==> src/rtl/wbarb_pkg.sv <==
// wbarb_pkg: shared constants, state type and round-robin search used by wb_port_arbiter.
package wbarb_pkg;

  localparam int NUM_REQ = 8;
  localparam int SEL_W   = 3;

  typedef enum logic {IDLE = 1'b0, GRANT = 1'b1} state_t;

  typedef struct packed {
    logic             found;
    logic [SEL_W-1:0] idx;
  } rr_result_t;

  // Scans ptr, ptr+1, ... ptr+7 (mod 8); walking offsets downward lets the
  // lowest offset from ptr overwrite any later candidate.
  function automatic rr_result_t rr_search(input logic [NUM_REQ-1:0] req,
                                           input logic [SEL_W-1:0]   ptr);
    rr_result_t       res;
    logic [SEL_W-1:0] cand;
    res = '0;
    for (int i = NUM_REQ - 1; i >= 0; i--) begin
      cand = ptr + SEL_W'(i);
      if (req[cand]) begin
        res.found = 1'b1;
        res.idx   = cand;
      end
    end
    return res;
  endfunction

endpackage

==> src/rtl/demux1_8.sv <==
// demux1_8: routes a single input bit to one of eight outputs; the rest stay low.
module demux1_8 (
  input  logic       i,
  input  logic [2:0] sel,
  output logic [7:0] y
);

  always_comb begin
    y      = '0;
    y[sel] = i;
  end

endmodule

==> src/rtl/wb_port_arbiter.sv <==
// wb_port_arbiter: round-robin arbiter sharing one write-back port among eight requesters.
// Optional WBARB_LOCK_EN lets the granted requester hold the port for up to HOLD_MAX cycles.
//
// state | meaning
// IDLE  | no grant, waiting for any req
// GRANT | gnt[sel] high, port owned by requester sel
module wb_port_arbiter
  import wbarb_pkg::*;
#(
  parameter int DATA_W   = 8,
  parameter int HOLD_MAX = 4
) (
  input  logic                      clk,
  input  logic                      rst_n,
  input  logic [NUM_REQ-1:0]        req,
  input  logic [NUM_REQ-1:0]        lock,
  input  logic [NUM_REQ*DATA_W-1:0] data_i,
  output logic [NUM_REQ-1:0]        gnt,
  output logic [SEL_W-1:0]          sel_o,
  output logic                      valid_o,
  output logic [DATA_W-1:0]         data_o,
  output logic                      busy_o
);

  state_t           state, state_nxt;
  logic [SEL_W-1:0] sel, sel_nxt;
  logic [SEL_W-1:0] ptr, ptr_nxt;
  logic [SEL_W-1:0] search_ptr;
  logic             hold_ok;
  rr_result_t       win;

`ifdef WBARB_LOCK_EN
  localparam logic [3:0] HOLD_LIM = 4'(HOLD_MAX - 1);
  logic [3:0] hold_cnt;

  assign hold_ok = (state == GRANT) && lock[sel] && req[sel] && (hold_cnt < HOLD_LIM);

  // Any cycle that does not extend a hold either reloads a fresh winner or idles.
  always_ff @(posedge clk or negedge rst_n) begin
    if (!rst_n)       hold_cnt <= '0;
    else if (hold_ok) hold_cnt <= hold_cnt + 4'd1;
    else              hold_cnt <= '0;
  end
`else
  logic [NUM_REQ-1:0] lock_unused;
  assign lock_unused = lock;
  assign hold_ok     = 1'b0;
`endif

  // Leaving GRANT searches from sel+1 in the same cycle so grants run back to back.
  assign search_ptr = (state == GRANT) ? sel + SEL_W'(1) : ptr;
  assign win        = rr_search(req, search_ptr);

  always_ff @(posedge clk or negedge rst_n) begin
    if (!rst_n) begin
      state <= IDLE;
      sel   <= '0;
      ptr   <= '0;
    end else begin
      state <= state_nxt;
      sel   <= sel_nxt;
      ptr   <= ptr_nxt;
    end
  end

  always_comb begin
    state_nxt = state;
    sel_nxt   = sel;
    ptr_nxt   = ptr;
    case (state)
      IDLE: begin
        if (win.found) begin
          state_nxt = GRANT;
          sel_nxt   = win.idx;
        end
      end
      GRANT: begin
        if (!hold_ok) begin
          ptr_nxt = search_ptr;
          if (win.found) sel_nxt   = win.idx;
          else           state_nxt = IDLE;
        end
      end
      default: state_nxt = IDLE;
    endcase
  end

  assign busy_o  = (state == GRANT);
  assign sel_o   = sel;
  assign valid_o = busy_o & req[sel];
  assign data_o  = valid_o ? data_i[sel*DATA_W +: DATA_W] : '0;

  demux1_8 u_demux (
    .i   (busy_o),
    .sel (sel),
    .y   (gnt)
  );

endmodule

==> config.mk <==
export PLATFORM = sky130hd
export DESIGN_NAME = wb_port_arbiter
export DESIGN_NICKNAME = d
export VERILOG_FILES = /design/src/rtl/wbarb_pkg.sv /design/src/rtl/demux1_8.sv /design/src/rtl/wb_port_arbiter.sv
export SDC_FILE = /design/constraint.sdc
export NUM_CORES = 1
export LEC_CHECK = 0
export CORE_MARGIN = 4
export CORE_UTILIZATION = 39
export CTS_CLUSTER_DIAMETER = 200
export DETAILED_ROUTE_END_ITERATION = 12
export PLACE_DENSITY = 0.82
export SLEW_MARGIN = 20
export SYNTH_ARGS = -nofsm -noshare
export SYNTH_HDL_FRONTEND = slang
export SYNTH_SLANG_ARGS = --single-unit
==> constraint.sdc <==
create_clock -name clk -period 3.62 [get_ports clk]
set_input_delay 0.543 -clock clk [delete_from_list [all_inputs] [get_ports clk]]
set_output_delay 0.543 -clock clk [all_outputs]
set_load 0.02 [all_outputs]
==> impl_metrics.ini <==
[routing]
drt_iter0_drc = 105
wl_met3_um = 374
via_per_inst = 5.82
met2WireLength_mm = 3.60
wl_met1_mm = 2.50
drt_wl_total_mm = 6.55
drt-wirelength-per-cell_um = 18.9
first_pass_iters = 5
vias = 2018
dr.max_layer_used = met4
postRouteAntennaNets = 0
route.detailed.drc = 0

[cells_and_area]
syn2layout_area_growth_pct = 59.2
fill_cells = 365
layout-drive-gt1-share_pct = 17.3
nets = 380
num_antenna_cells = 0

[yosys]
syn_nets = 285
async_reset_ff_share_pct = 100
synth_most_common_cell = mux2i_1
yosys-top-cells-count = mux2i_1, mux4_2, nor2_1, a21oi_1, nand2_1
seq_area_frac_synth_pct = 9.74
synth_edf_count = 0
synth_area_leader_cell = mux4_2
ys_ff_latch = 7
yosys_warnings = 0
netlist_area_um2 = 1800
synth_top_area_share_pct = 26.3
synth_cell_types = 46
syn_inst = 201
synth_flop_cell = dfrtp_1
syn_avg_cell_area_um2 = 8.95
synthTopCellsByArea = mux4_2, mux2i_1, dfrtp_1, nor2_1, a21oi_1

[pwr]
switching_share_pct = 50.6
power_switching_mw = 1.62
p_int_mw = 1.58
p_leak_nw = 1.13
peakVddDrop_uv = 429
power_frac_comb_pct = 91.5
p_total_mw = 3.21
power_frac_clock_pct = 3.4
p_per_area_nw_per_um2 = 1120
power_frac_seq_pct = 5.1

[floorplan]
core_area_um2 = 4410
rows = 24
dieHeight_um = 75.9
io-pin-count = 103
die_w_um = 75.9
initial_core_util_pct = 40.7
dieArea_um2 = 5760

[clock_network]
cts_root_buf = clkbuf_8
cts_tree = built
cts_max_level = 1
clk_pin_slew_ns = 0.04
clock_latency_ns = 0.23
ctsLongestPathBuffers = 2
cts_buffers = 3
clock-sinks = 7
cts_setup_buffers = 0
postCtsHoldBufs = 0
ctsResizeCount = 0

[timing]
fin_worst_skew_ns = 0.00222
fin_crit_ns = 3.34
hold_viol = 0
setup_ws_ns = 0.280
fmax_mhz = 299
relSlewSlack_pct = 48.8
slew_violations = 0
fin_crit_sh_pct = 92.3
rsz0062_at_grt = false
setup_tns_ns = 0
setup_viol = 0
tightest_slew_ns = 0.760

[setup_path]
reg2reg_slack_ns = 0.37
crit_type = input port to output port
worstSetupEndpointType = output port
crit_path_start_kind = input port
crit_path_max_fanout = 9
cp.required_ns = 3.08
cp.arrival_ns = 2.80

[global_routing]
antenna_found_initial = 0
grt_pass1_vias = 1985
overflow = 0
grt_use_total_pct = 22.9
grt_pass1_wl_mm = 10.7
grt_max_degree = 26

[job]
maxCapViolations = 0

[status]
status = completed

[placement]
globalplace.congestion = 0.914
dp_slack_ns = 0.291
io_buffers = 94
dpl.hpwl_mm = 5.29

[hold_path]
hold_class = input port to async pin
[critical path: stages]
cell             delay [ns]
clkdlybuf4s50_1        0.51
mux4_2                 0.50
mux2_2                 0.29
nand2_1                0.29
nor2_1                 0.10
clkdlybuf4s50_1        0.57
[power groups by stage]
stage               logic, mW  registers (mW)  clock network (mW)
floorplan                2.14           0.174                   0
global placement         2.86           0.163                   0
detailed placement       2.90           0.163                   0
CTS                      2.91           0.163               0.109
global route             3.17           0.169               0.115
finish                   2.94           0.164               0.108
[logic make-up after synthesis]
family | synth area share, %
simple gates | 18.0
mux | 44.5
compound gates | 17.8
buf+inv | 6.19
flops | 9.74
xor+xnor | 2.44
fa+ha+maj | 1.39
[final cells by class]
| cell class | count | area, um^2 | area share, % |
|---|---|---|---|
| Timing Repair Buffer | 106 | 1030 | 36.0 |
| Tap cell | 52 | 65.1 | 2.27 |
| Sequential cell | 7 | 175 | 6.12 |
| Inverter | 9 | 33.8 | 1.18 |
| Multi-Input combinational cell | 169 | 1510 | 52.8 |
| Clock buffer | 4 | 45.0 | 1.57 |
[routing by layer]
metal	global-route usage (%)	vias up
li1	-	958
met1	27.9	966
met2	42.0	85
met3	3.20	9
met4	5.16	0
met5	0	-
[flip-flops by register name, summed over array words and instances (netlist names)]
signal,cells
ptr,3
sel_o,3
busy_o,1
[placed cells by master, fill, tap and decap left out, drive strengths merged, types with 5 or more instances in the layout]
cell,count
a21oi,14
a31oi,5
buf,12
clkdlybuf4s50,94
dfrtp,7
inv,9
mux2,5
mux2i,25
mux4,21
nand2,13
nand2b,5
nand3,7
nor2,21
nor3,5
o21ai,12
[per-stage QoR]
stage / utilization (%) / instance area (um^2) / instances / hold WS [ns]
after global routing: 64.8 / 2860 / 347 / 0.591
final: 64.8 / 2860 / 347 / 0.565
after CTS: 64.8 / 2860 / 347 / 0.571
after detailed placement: 63.8 / 2820 / 343 / 0.715
after floorplan: - / 1800 / 201 / 0.247
after global placement: 63.8 / 2820 / 343 / 0.705
[path summary, 6_finish.rpt]
kind / startpoint / end / cells after the start
max reg2reg: busy_o / sel_o[1] / 10
max in group asynchronous: rst_n / ptr[1] / 1
min: rst_n / sel_o[0] / 1
min reg2reg: sel_o[2] / sel_o[2] / 1
min in group clk: sel_o[2] / sel_o[2] / 1
max: req[0] / data_o[5] / 6
Note: power is estimated with default switching activity, not from simulation.
